===== config.mk =====
export PLATFORM = sky130hd
export DESIGN_NAME = issue_queue_ctrl_flat
export DESIGN_NICKNAME = d
export VERILOG_FILES = /design/src/rtl/issue_queue_ctrl_if.sv /design/src/rtl/issue_queue_ctrl.sv /design/src/flat_wrapper.sv
export SDC_FILE = /design/constraint.sdc
export NUM_CORES = 1
export LEC_CHECK = 0
export ABC_AREA = 1
export CORE_MARGIN = 5
export CORE_UTILIZATION = 60
export DETAILED_ROUTE_END_ITERATION = 8
export HOLD_SLACK_MARGIN = 0.05
export PLACE_DENSITY = 0.79
export SKIP_LAST_GASP = 1
export SYNTH_ARGS = -nofsm -noshare
export SYNTH_HDL_FRONTEND = slang
export SYNTH_SLANG_ARGS = --single-unit

===== constraint.sdc =====
create_clock -name clk_in -period 9.43 [get_ports clk_in]
set_clock_uncertainty 0.1 [all_clocks]
set_input_delay 0.943 -clock clk_in [delete_from_list [all_inputs] [get_ports clk_in]]
set_output_delay 0.943 -clock clk_in [all_outputs]
set_load 0.05 [all_outputs]

===== src/rtl/issue_queue_ctrl_if.sv =====
// Handshake bundle between the issue queue controller and its neighbours:
// fetch in, decoder head view, downstream back-pressure and issue results.
interface issue_queue_ctrl_if #(
    parameter int QUEUE_LOG   = 4,
    parameter int STALL_CNT_W = 16
);
    logic                   fetch_valid_in;
    logic [31:0]            fetch_instr_in;
    logic [31:0]            fetch_pc_in;
    logic                   fetch_ready_out;
    logic                   dec_valid_out;
    logic [31:0]            dec_instr_out;
    logic [31:0]            dec_pc_out;
    logic                   dec_is_mem_in;
    logic                   rob_full_in;
    logic                   rs_full_in;
    logic                   lsb_full_in;
    logic                   issue_out;
    logic                   issue_rs_out;
    logic                   issue_lsb_out;
    logic [31:0]            issue_instr_out;
    logic [31:0]            issue_pc_out;
    logic [QUEUE_LOG:0]     count_out;
    logic [STALL_CNT_W-1:0] stall_cnt_out;

    // Queue controller side
    modport slave (
        input  fetch_valid_in, fetch_instr_in, fetch_pc_in,
        input  dec_is_mem_in, rob_full_in, rs_full_in, lsb_full_in,
        output fetch_ready_out, dec_valid_out, dec_instr_out, dec_pc_out,
        output issue_out, issue_rs_out, issue_lsb_out,
        output issue_instr_out, issue_pc_out, count_out, stall_cnt_out
    );

    // Surrounding pipeline side (fetch, decoder, ROB/RS/LSB)
    modport master (
        output fetch_valid_in, fetch_instr_in, fetch_pc_in,
        output dec_is_mem_in, rob_full_in, rs_full_in, lsb_full_in,
        input  fetch_ready_out, dec_valid_out, dec_instr_out, dec_pc_out,
        input  issue_out, issue_rs_out, issue_lsb_out,
        input  issue_instr_out, issue_pc_out, count_out, stall_cnt_out
    );
endinterface


===== src/rtl/issue_queue_ctrl.sv =====
// Instruction queue between fetch and decode. A circular FIFO holds fetched
// instructions, the head is shown to the decoder, and the decoder's mem/non-mem
// verdict routes the head to the RS or the LSB subject to back-pressure.
module issue_queue_ctrl #(
    parameter int QUEUE_LOG   = 4,
    parameter int STALL_CNT_W = 16
) (
    input  logic               clk_in,
    input  logic               rst_in,
    input  logic               rdy_in,
    input  logic               clr_in,
    issue_queue_ctrl_if.slave  bus
);
    localparam int DEPTH = 1 << QUEUE_LOG;
    localparam logic [QUEUE_LOG:0] DEPTH_CNT = (QUEUE_LOG+1)'(DEPTH);

    logic [31:0]            instrMem_q [DEPTH];
    logic [31:0]            pcMem_q    [DEPTH];

    logic [QUEUE_LOG-1:0]   head_q, head_d;
    logic [QUEUE_LOG-1:0]   tail_q, tail_d;
    logic [QUEUE_LOG:0]     count_q, count_d;
    logic                   issue_q, issue_d;
    logic                   issueRs_q, issueRs_d;
    logic                   issueLsb_q, issueLsb_d;
    logic [31:0]            issueInstr_q, issueInstr_d;
    logic [31:0]            issuePc_q, issuePc_d;
    logic [STALL_CNT_W-1:0] stallCnt_q, stallCnt_d;

    logic fetchReady;
    logic decValid;
    logic push;
    logic go;

    // Full queue refuses fetch outright, so a same-cycle pop never lets a push through
    assign fetchReady = (count_q < DEPTH_CNT);
    assign decValid   = (count_q != '0);
    assign push = bus.fetch_valid_in && fetchReady && !clr_in;
    assign go   = decValid && !bus.rob_full_in
                  && (bus.dec_is_mem_in ? !bus.lsb_full_in : !bus.rs_full_in)
                  && !clr_in;

    // Next-state for pointers, occupancy, issue register and stall counter
    always_comb begin
        head_d       = head_q;
        tail_d       = tail_q;
        count_d      = count_q;
        issue_d      = 1'b0;
        issueRs_d    = 1'b0;
        issueLsb_d   = 1'b0;
        issueInstr_d = issueInstr_q;
        issuePc_d    = issuePc_q;
        stallCnt_d   = stallCnt_q;

        if (clr_in) begin
            head_d  = '0;
            tail_d  = '0;
            count_d = '0;
        end else begin
            if (push) begin
                tail_d = tail_q + QUEUE_LOG'(1);
            end
            if (go) begin
                head_d = head_q + QUEUE_LOG'(1);
            end
            if (push && !go) begin
                count_d = count_q + (QUEUE_LOG+1)'(1);
            end else if (!push && go) begin
                count_d = count_q - (QUEUE_LOG+1)'(1);
            end
        end

        if (go) begin
            issue_d      = 1'b1;
            issueRs_d    = !bus.dec_is_mem_in;
            issueLsb_d   = bus.dec_is_mem_in;
            issueInstr_d = instrMem_q[head_q];
            issuePc_d    = pcMem_q[head_q];
        end

        if (decValid && !go && !clr_in && (stallCnt_q != '1)) begin
            stallCnt_d = stallCnt_q + STALL_CNT_W'(1);
        end
    end

    // Entry storage needs no reset: count_q decides which slots are meaningful
    always_ff @(posedge clk_in) begin
        if (!rst_in && rdy_in && push) begin
            instrMem_q[tail_q] <= bus.fetch_instr_in;
            pcMem_q[tail_q]    <= bus.fetch_pc_in;
        end
    end

    // Control state register; reset wins over the rdy freeze
    always_ff @(posedge clk_in) begin
        if (rst_in) begin
            head_q       <= '0;
            tail_q       <= '0;
            count_q      <= '0;
            issue_q      <= 1'b0;
            issueRs_q    <= 1'b0;
            issueLsb_q   <= 1'b0;
            issueInstr_q <= '0;
            issuePc_q    <= '0;
            stallCnt_q   <= '0;
        end else if (rdy_in) begin
            head_q       <= head_d;
            tail_q       <= tail_d;
            count_q      <= count_d;
            issue_q      <= issue_d;
            issueRs_q    <= issueRs_d;
            issueLsb_q   <= issueLsb_d;
            issueInstr_q <= issueInstr_d;
            issuePc_q    <= issuePc_d;
            stallCnt_q   <= stallCnt_d;
        end
    end

    assign bus.fetch_ready_out = fetchReady;
    assign bus.dec_valid_out   = decValid;
    assign bus.dec_instr_out   = instrMem_q[head_q];
    assign bus.dec_pc_out      = pcMem_q[head_q];
    assign bus.issue_out       = issue_q;
    assign bus.issue_rs_out    = issueRs_q;
    assign bus.issue_lsb_out   = issueLsb_q;
    assign bus.issue_instr_out = issueInstr_q;
    assign bus.issue_pc_out    = issuePc_q;
    assign bus.count_out       = count_q;
    assign bus.stall_cnt_out   = stallCnt_q;
endmodule


===== src/flat_wrapper.sv =====
// flat-port wrapper written by rule: the top's interface ports become plain ports
module issue_queue_ctrl_flat 
#(
    parameter int QUEUE_LOG   = 4,
    parameter int STALL_CNT_W = 16
)
  (clk_in, rst_in, rdy_in, clr_in, bus_fetch_valid_in, bus_fetch_instr_in, bus_fetch_pc_in, bus_dec_is_mem_in, bus_rob_full_in, bus_rs_full_in, bus_lsb_full_in, bus_fetch_ready_out, bus_dec_valid_out, bus_dec_instr_out, bus_dec_pc_out, bus_issue_out, bus_issue_rs_out, bus_issue_lsb_out, bus_issue_instr_out, bus_issue_pc_out, bus_count_out, bus_stall_cnt_out);
  issue_queue_ctrl_if #(.QUEUE_LOG(QUEUE_LOG), .STALL_CNT_W(STALL_CNT_W)) bus_i ();
  input  logic clk_in;
  input  logic rst_in;
  input  logic rdy_in;
  input  logic clr_in;
  input wire logic [$bits(bus_i.fetch_valid_in)-1:0] bus_fetch_valid_in;
  input wire logic [$bits(bus_i.fetch_instr_in)-1:0] bus_fetch_instr_in;
  input wire logic [$bits(bus_i.fetch_pc_in)-1:0] bus_fetch_pc_in;
  input wire logic [$bits(bus_i.dec_is_mem_in)-1:0] bus_dec_is_mem_in;
  input wire logic [$bits(bus_i.rob_full_in)-1:0] bus_rob_full_in;
  input wire logic [$bits(bus_i.rs_full_in)-1:0] bus_rs_full_in;
  input wire logic [$bits(bus_i.lsb_full_in)-1:0] bus_lsb_full_in;
  output wire logic [$bits(bus_i.fetch_ready_out)-1:0] bus_fetch_ready_out;
  output wire logic [$bits(bus_i.dec_valid_out)-1:0] bus_dec_valid_out;
  output wire logic [$bits(bus_i.dec_instr_out)-1:0] bus_dec_instr_out;
  output wire logic [$bits(bus_i.dec_pc_out)-1:0] bus_dec_pc_out;
  output wire logic [$bits(bus_i.issue_out)-1:0] bus_issue_out;
  output wire logic [$bits(bus_i.issue_rs_out)-1:0] bus_issue_rs_out;
  output wire logic [$bits(bus_i.issue_lsb_out)-1:0] bus_issue_lsb_out;
  output wire logic [$bits(bus_i.issue_instr_out)-1:0] bus_issue_instr_out;
  output wire logic [$bits(bus_i.issue_pc_out)-1:0] bus_issue_pc_out;
  output wire logic [$bits(bus_i.count_out)-1:0] bus_count_out;
  output wire logic [$bits(bus_i.stall_cnt_out)-1:0] bus_stall_cnt_out;
  assign bus_i.fetch_valid_in = bus_fetch_valid_in;
  assign bus_i.fetch_instr_in = bus_fetch_instr_in;
  assign bus_i.fetch_pc_in = bus_fetch_pc_in;
  assign bus_i.dec_is_mem_in = bus_dec_is_mem_in;
  assign bus_i.rob_full_in = bus_rob_full_in;
  assign bus_i.rs_full_in = bus_rs_full_in;
  assign bus_i.lsb_full_in = bus_lsb_full_in;
  assign bus_fetch_ready_out = bus_i.fetch_ready_out;
  assign bus_dec_valid_out = bus_i.dec_valid_out;
  assign bus_dec_instr_out = bus_i.dec_instr_out;
  assign bus_dec_pc_out = bus_i.dec_pc_out;
  assign bus_issue_out = bus_i.issue_out;
  assign bus_issue_rs_out = bus_i.issue_rs_out;
  assign bus_issue_lsb_out = bus_i.issue_lsb_out;
  assign bus_issue_instr_out = bus_i.issue_instr_out;
  assign bus_issue_pc_out = bus_i.issue_pc_out;
  assign bus_count_out = bus_i.count_out;
  assign bus_stall_cnt_out = bus_i.stall_cnt_out;
  issue_queue_ctrl #(.QUEUE_LOG(QUEUE_LOG), .STALL_CNT_W(STALL_CNT_W)) u_core (.clk_in(clk_in), .rst_in(rst_in), .rdy_in(rdy_in), .clr_in(clr_in), .bus(bus_i));
endmodule

After elaboration in Yosys (flattened, before gate mapping)

Memories as Yosys holds them, arrays and structs flattened. A register that Yosys moved wholly into a read port is not among the register bits.
Index checks and enable logic that the tools add are counted.

Add/subtract/negate cells: 5
Magnitude comparators: 1
Eq/ne operators: 1
Muxes and demuxes: 17
Reductions and logical operators: 29

Operator list:

| cell                                                                | number |
|---|---|
| 4-bit two-way mux                                                   | 8 |
| 16-bit by 1-bit adder with 16-bit output (second input constant)    | 1 |
| 16-bit != test (second input constant)                              | 1 |
| 5-bit two-way mux                                                   | 3 |
| 1-bit logical AND                                                   | 12 |
| 2-bit AND reduction                                                 | 5 |
| 4-bit by 1-bit adder with 4-bit output (second input constant)      | 2 |
| 1-bit logical NOT                                                   | 8 |
| 1-bit two-way mux                                                   | 6 |
| 5-bit by 1-bit adder with 5-bit output (second input constant)      | 1 |
| 5-bit < comparator (second input constant)                          | 1 |
| 5-bit nonzero test                                                  | 1 |
| 5-bit by 1-bit subtractor with 5-bit output (second input constant) | 1 |
| 2-bit nonzero test                                                  | 2 |
| 3-bit nonzero test                                                  | 1 |

Flip-flop bits (word level): 96
Memory bits (writable): 1024
Bits of input ports: 73
Output and inout port bits: 154
Logic and storage cells: 64
Memories: 2

Memory list:

| name              | words | width | read ports | clocked after memory_dff | wr ports | RTL line               | source |
|---|---|---|---|---|---|---|---|
| u_core.instrMem_q | 16    | 32    | 1          | 1                        | 1        | issue_queue_ctrl.sv:17 | `logic [31:0] instrMem_q [DEPTH];` |
| u_core.pcMem_q    | 16    | 32    | 1          | 1                        | 1        | issue_queue_ctrl.sv:18 | `logic [31:0] pcMem_q [DEPTH];` |

Logic depth before layout (Yosys ltp)

Gate-level depths: netlist of the first run.

Depth after elaboration: 9
Mapped depth: 14
Mapped depth without buffers: 14

Worst setup path before layout of the first run

OpenSTA, ideal clock, no wires.

Kind: register -> register
Start point: reg u_core.count_q[4], in the netlist u_core.bus.count_out[4]
End point: mem u_core.instrMem_q[0][0], enable pin
Library setup time: 487 ps
Arrival: 4457 ps
Data required time: 8843 ps
Setup slack: 4387 ps
Cell stages (with the launch flop): 8
Path buffers: 0
Period minus slack after synthesis: 5043 ps
Cells stage by stage: dfxtp_1 -> inv_1 -> nand2_1 -> nor2_1 -> inv_1 -> nor3_1 -> nand2_1 -> nor2_1

Cells in the longest elaborated chain, start to end: 6

RTL lines:

| item                                    | RTL line                | source |
|---|---|---|
| start: declaration                      | issue_queue_ctrl.sv:22  | `logic [QUEUE_LOG:0] count_q, count_d;` |
| start signal: assignment                | issue_queue_ctrl.sv:109 | `count_q <= count_d;` |
| 5-bit < comparator                      | issue_queue_ctrl.sv:36  | `assign fetchReady = (count_q < DEPTH_CNT);` |
| net bus_fetch_ready_out                 | flat_wrapper.sv:20      | `output wire logic [$bits(bus_i.fetch_ready_out)-1:0] bus_fetch_ready_out;` |
| 1-bit logical AND (2 in a row)          | issue_queue_ctrl.sv:38  | `assign push = bus.fetch_valid_in && fetchReady && !clr_in;` |
| 1-bit logical AND                       | issue_queue_ctrl.sv:88  | `if (!rst_in && rdy_in && push) begin` |
| 1-bit two-way mux                       | issue_queue_ctrl.sv:88  |  |
| 1-bit two-way mux (not written as such) | issue_queue_ctrl.sv:89  | `instrMem_q[tail_q] <= bus.fetch_instr_in;` |
| end: declaration                        | issue_queue_ctrl.sv:17  |  |

The timed path passes the listed nets, and every way through them passes these cells.

==> metrics.txt, run 1 <==
status=finished clean; Pint=7.925 mW; combinational power share=0.039; hold buffers post-CTS=0; Final Cell Area=52190 sq um; Root Driver=clkbuf_16; area leader, netlist=edfxtp_1; DR WL/cell=21.52 um; # nets final=4010; later-pin clock latency in the skew report=0.67 ns; switching power=2.055 mW; Synth cell types=37; total grt overflow=0; layout cell share with drive strength beyond 1=0.05677; Max Transition Viols Final=0; post-cts sizing count=0; max_cap viols=0; largest net degree at the start of global routing=289; Vias=29460; Post-Place Cells=4846; Initial DRT Pass Iterations=5; first-pass GRT wire length=164100 um; Max H-tree Level=3; Final Util=0.6861; vias per cell=5.832; Final HPWL DP=53370 um; RSZ-0062 raised after global routing=no; fin cells=5051; final setup vio count=0; overall power=9.980 mW; Hold Path Class=flop to flop; Initial DRC Count=4035; final hold violation count=0; fmax=164.5 MHz; Tot GR Track Use=0.2583; Seq/Total Area, Yosys=0.7107; number of global-route vias before repair=28040; Arr. time, crit path=5.03 ns; Buf+Inv Stages, Crit Path=3; Die ar.=82440 sq um; Mean Syn Cell Area=12.17 sq um; RePlAce Congestion=0.7805; IO Port Bufs=226; # DRC=0; cell class contributing the biggest share of worst-path delay=buffers and inverters; CTS tree=done; Critical Path End Type=output pin; Leakage Power=18.31 nW; reg2reg path depth=9; Initial Util=0.6057; Stages on worst setup path=7; postcts setup bufs=0; Max stage delay on crit path=0.87 ns; Mapped Area=46080 sq um; Slew HR=0.2134; commonest non-fill, non-tap cell in the layout=edfxtp_1; Post-DP Area=48780 sq um; post-route ant nets=0; io pins=227; Hold Path Depth=2; Reg power frac=0.547; CTS Sinks=1124; pre-CTS setup slack=4.226 ns; Core Area=76080 sq um; part of the power in the clock network=0.414; worst-path fanout max=91; Net Count, Synth=3871; synth top area cells=edfxtp_1 67%, o211ai_1 6.0%, inv_1 4.9%; Final WS setup=3.353 ns; Area growth syn-to-layout=13.26%; Synthesis Warnings=0; Final Cycle Share=0.6445; Mapped Cells=3787; Final Hold Slack=0.3698 ns; Std-Cell Rows=101; chip width=287.1 um; worst slew pin tran=1.180 ns; Worst VDD drop=0.1331 mV; clock slew seen by the registers of the worst setup and hold paths=0.06 ns; drt total wl=108700 um; clock tree buffer depth=3; pwr dens=191.2 nW/um^2; Data required, critical path=8.39 ns; Yosys reg bits=1124; initial antenna violation count=8; most frequent cells in the layout=1024 x edfxtp_1, 598 x inv_1, 508 x nand2_1; Net Sw Frac=0.2059; Die H=287.1 um; Layout fillers=5106; slowest CP cell=buf_4; TritonCTS Buffers=108; worst-path cell chain=buf_4, buf_4, o211ai_1, nand3_1, nand3_1, nand2_1, clkdlybuf4s50_1; crit path time final=6.077 ns; Final TNS setup=0 ns; Yosys top cell area share=0.6673; CP startpoint kind=flop; CP Class=flop to output pin
-- power by group through the flow --
stage	registers (mW)	logic [mW]	clock network (mW)
after floorplan	5.60	0.190	0
after global routing	5.46	0.416	4.41
final	5.46	0.386	4.13
after global placement	5.57	0.374	0
after CTS	5.46	0.385	4.17
after detailed placement	5.57	0.382	0
-- worst reg2reg max path: cells and delay by family (launching register included) --
family / cells / cell delay, ns
compound gates: 3 / 0.63
buf+inv: 3 / 1.86
simple gates: 3 / 0.48
flops: 1 / 0.81
-- worst paths after layout --
check | slack (ns) | end | start
setup / recovery | 3.35 | bus_dec_pc_out[24] | flop
hold / removal | 0.37 | u_core.bus.issue_out | u_core.bus.issue_out
setup reg to reg | 5.46 | u_core.bus.issue_pc_out[24] | flop
hold reg to reg | 0.37 | u_core.bus.issue_out | u_core.bus.issue_out
-- cell families (layout without fill, tap and decap cells) --
kind of cell	after synthesis	count (layout)	synth area share
flip-flops	1124	1124	0.7107
AND/OR/NAND/NOR	972	972	0.09172
buffers and inverters	841	1070	0.07823
AO/OA/AOI/OAI	824	824	0.1133
XOR/XNOR	15	15	0.002851
adder cells (fa/ha/maj)	11	11	0.003150
other	0	5	0
-- flip-flops by register name (all words and copies together) (netlist names), named ones only --
name	flops
u_core.bus.count_out	5
u_core.bus.issue_instr_out	32
u_core.bus.issue_rs_out	1
u_core.instrMem_q	512
u_core.pcMem_q	512
u_core.bus.issue_out	1
u_core.head_q	4
u_core.bus.stall_cnt_out	16
u_core.tail_q	4
u_core.bus.issue_lsb_out	1
u_core.bus.issue_pc_out	32
-- cells in the mapped netlist --
cell          n
inv_1       600
o31ai_1       1
inv_2         4
a21oi_1     173
nand2_2       1
nor3_1        7
dfxtp_1     100
a2bb2oi_1     1
and3_1        1
o211ai_1    369
a31oi_1       1
buf_2        55
a21oi_2       1
nand4_1       2
nor2_1       40
a211oi_1      1
clkinv_1      1
xor2_1       10
nand3_1     404
edfxtp_1   1024
nor3_2        1
nand3b_1      3
nand3_2       1
nand2_1     508
clkbuf_1     86
nand2_4       2
buf_4        28
ha_1         10
fa_1          1
o21ai_1      16
xnor2_1       5
nor2_4        2
buf_1        32
buf_8         3
o21bai_1     64
buf_6        32
o21ai_0     197
-- area by class of cell --
| class | instances | area [sq um] | area share |
|---|---|---|---|
| Antenna cell | 5 | 12.51 | 0.0002397 |
| Clock buffer | 146 | 3007 | 0.05761 |
| Clock inverter | 54 | 392.9 | 0.007527 |
| Inverter | 605 | 2281 | 0.04370 |
| Multi-Input combinational cell | 1822 | 9852 | 0.1888 |
| Sequential cell | 1124 | 32770 | 0.6278 |
| Tap cell | 1030 | 1289 | 0.02469 |
| Timing Repair Buffer | 265 | 2592 | 0.04967 |
-- per-layer routing --
| layer | GRT usage | part of all wire | vias up |
|---|---|---|---|
| met5 | 0 | 0.00036 | - |
| met4 | 0.08600 | 0.025 | 6 |
| li1 | - | - | 13620 |
| met1 | 0.3577 | 0.39 | 14230 |
| met3 | 0.04243 | 0.093 | 194 |
| met2 | 0.4248 | 0.49 | 1407 |
Power figures use the tool's default switching activity.
==> run 2: changes to the inputs <==
--- a/config.mk
+++ b/config.mk
@@ -7,10 +7,10 @@
 export LEC_CHECK = 0
 export ABC_AREA = 1
 export CORE_MARGIN = 5
-export CORE_UTILIZATION = 60
+export CORE_UTILIZATION = 54
 export DETAILED_ROUTE_END_ITERATION = 8
 export HOLD_SLACK_MARGIN = 0.05
-export PLACE_DENSITY = 0.79
+export PLACE_DENSITY = 0.76
 export SKIP_LAST_GASP = 1
 export SYNTH_ARGS = -nofsm -noshare
 export SYNTH_HDL_FRONTEND = slang
==> constraint.sdc (replaced) <==
create_clock -name clk_in -period 5.1 [get_ports clk_in]
set_clock_uncertainty 0.1 [all_clocks]
set_input_delay 0.51 -clock clk_in [delete_from_list [all_inputs] [get_ports clk_in]]
set_output_delay 0.51 -clock clk_in [all_outputs]
set_load 0.05 [all_outputs]
==> run 2 against run 1 <==
  * Sequential share of layout area decreased by 0.63 points
  * Core utilization decreased by 6.5 points
  * First-iteration DRC count decreased by 11%
  * Non-clock buffer count increased by 22
  * Global-route usage decreased by 2.9 points
  * Cell count increased by 2.8%
  * Highest routed layer unchanged
  * Total power increased by 86%
  * Largest power group unchanged
  * Critical path depth decreased by 1
  * Via count decreased by 0.63%
==> metrics.txt, run 2 (synthesized netlist as in run 1, its figures left out) <==
status=finished clean (unchanged); final setup vio count=0 (unchanged); CP startpoint kind=flop (unchanged); post-route ant nets=0 (unchanged); Initial Util=0.5429 (was 0.6057); Arr. time, crit path=3.69 ns (was 5.03 ns); clock tree buffer depth=3 (unchanged); max_cap viols=0 (unchanged); Slew HR=0.2721 (was 0.2134); Data required, critical path=4.49 ns (was 8.39 ns); total grt overflow=0 (unchanged); post-cts sizing count=0 (unchanged); later-pin clock latency in the skew report=0.66 ns (was 0.67 ns); IO Port Bufs=226 (unchanged); RSZ-0062 raised after global routing=no (unchanged); final hold violation count=0 (unchanged); hold buffers post-CTS=0 (unchanged); Largest regs=u_core.instrMem_q (512), u_core.pcMem_q (512) (unchanged); Final TNS setup=0 ns (unchanged); most used cell, CP=nand3_1; drt total wl=106900 um (was 108700 um); Hold Path Class=flop to flop (unchanged); r2r setup slk=1.87 ns (was 5.46 ns); Final Hold Slack=0.3886 ns (was 0.3698 ns); Worst VDD drop=0.2432 mV (was 0.1331 mV); commonest non-fill, non-tap cell in the layout=edfxtp_1 (unchanged); slowest CP cell=clkdlybuf4s50_1 (was buf_4); Leakage Power=18.50 nW (was 18.31 nW); Initial DRT Pass Iterations=5 (unchanged); Max stage delay on crit path=0.86 ns (was 0.87 ns); fin cells=5193 (was 5051); cell class contributing the biggest share of worst-path delay=buffers and inverters (unchanged); Core Area=84880 sq um (was 76080 sq um); RePlAce Congestion=0.7709 (was 0.7805); Critical Path End Type=output pin (unchanged); TritonCTS Buffers=109 (was 108); Post-Place Cells=4982 (was 4846); CTS Sinks=1124 (unchanged); worst-path fanout max=77 (was 91); chip width=302.1 um (was 287.1 um); Die H=302.1 um (was 287.1 um); met2 Resource Use GR=0.3724 (was 0.4248); first-pass GRT wire length=162200 um (was 164100 um); worst-path cell chain=buf_4, o211ai_1, nand3_1, nand3_1, nand2_1, clkdlybuf4s50_1 (was buf_4, buf_4, o211ai_1, nand3_1, nand3_1, nand2_1, clkdlybuf4s50_1); routing usage on met3=0.03703 (was 0.04243); Tot GR Track Use=0.2294 (was 0.2583); # nets final=4033 (was 4010); CTS tree=done (unchanged); Die ar.=91280 sq um (was 82440 sq um); Final HPWL DP=54400 um (was 53370 um); Root Driver=clkbuf_16 (unchanged); postcts setup bufs=0 (unchanged); Initial DRC Count=3575 (was 4035); CP Class=flop to output pin (unchanged); most frequent cells in the layout=1024 x edfxtp_1, 598 x inv_1, 508 x nand2_1 (unchanged); grt met1 use=0.3243 (was 0.3577); number of global-route vias before repair=27890 (was 28040); Final Cycle Share=0.8423; fmax=232.8 MHz; Area growth syn-to-layout=14.40% (was 13.26%); Vias=29270 (was 29460); vias per cell=5.637 (was 5.832); # DRC=0 (unchanged); worst slew pin tran=1.092 ns (was 1.180 ns); Final Util=0.6211 (was 0.6861); overall power=18.60 mW (was 9.980 mW); clock slew seen by the registers of the worst setup and hold paths=0.06 ns (about the same); initial antenna violation count=9 (was 8); Std-Cell Rows=107 (was 101); Max H-tree Level=3 (unchanged); Layout fillers=6264 (was 5106); layout cell share with drive strength beyond 1=0.06184 (was 0.05677); largest net degree at the start of global routing=167 (was 289); GR peak layer=met2 (unchanged); Buf+Inv Stages, Crit Path=2 (was 3); io pins=227 (unchanged); crit path time final=4.296 ns; Max Transition Viols Final=0 (unchanged); pwr dens=352.9 nW/um^2 (was 191.2 nW/um^2); DR WL/cell=20.59 um (was 21.52 um)
==> run 2: cell count changes in the layout (fill, tap and decap cells not counted), moves of 3 or more <==
| cell | before | now |
|---|---|---|
| buf_12 | 3 | 15 |
| clkinv_2 | 21 | 25 |
| buf_4 | 36 | 46 |
| bufinv_16 | 5 | 8 |
| clkbuf_1 | 23 | 30 |
| clkbuf_8 | 14 | 1 |
| clkbuf_16 | 109 | 113 |
==> run 2: final timing paths <==
kind | to | depth (start not counted) | start
min reg2reg | flop | 2 | u_core.head_q[3]
max reg2reg | u_core.instrMem_q[12][6] | 8 | u_core.bus.count_out[4]
max | bus_dec_instr_out[21] | 6 | flop
min | flop | 2 | u_core.head_q[3]
==> run 2: power breakdown <==
part / switching, mW / internal [mW]
sequential: 0.0211 / 10.1
combinational: 0.504 / 0.219
clock: 3.31 / 4.47
==> run 2: layout make-up <==
class / instances / area (sq um) / share of cell area
multi-input combinational: 1822 / 9852 / 0.1869
clock inverter: 61 / 510.5 / 0.009683
sequential: 1124 / 32770 / 0.6215
timing repair buffer: 287 / 2908 / 0.05516
inverter: 605 / 2281 / 0.04327
antenna: 6 / 15.01 / 0.0002848
tap: 1144 / 1431 / 0.02715
clock buffer: 144 / 2954 / 0.05604
==> run 2: per-stage QoR <==
step / setup slack (ns) / area (sq um)
CTS: 0.8513 / 52700
global route: 0.6585 / 52710
global placement: 1.424 / 49240
floorplan: 0.05690 / 46080
detailed placement: 1.402 / 49240
finish: 0.8042 / 52720
==> run 2: routing by layer <==
metal | up-vias | share of wire | wire length [um]
met1 | 14130 | 0.41 | 43680
met5 | - | 0.00032 | 34
met3 | 177 | 0.088 | 9457
met2 | 1294 | 0.48 | 51210
met4 | 4 | 0.024 | 2535
li1 | 13670 | - | -
==> run 2: worst min-delay path, cell delays in order (launching register included) <==
cell	delay [ns]
dfxtp_1	0.31
nand2_1	0.06
a21oi_1	0.07
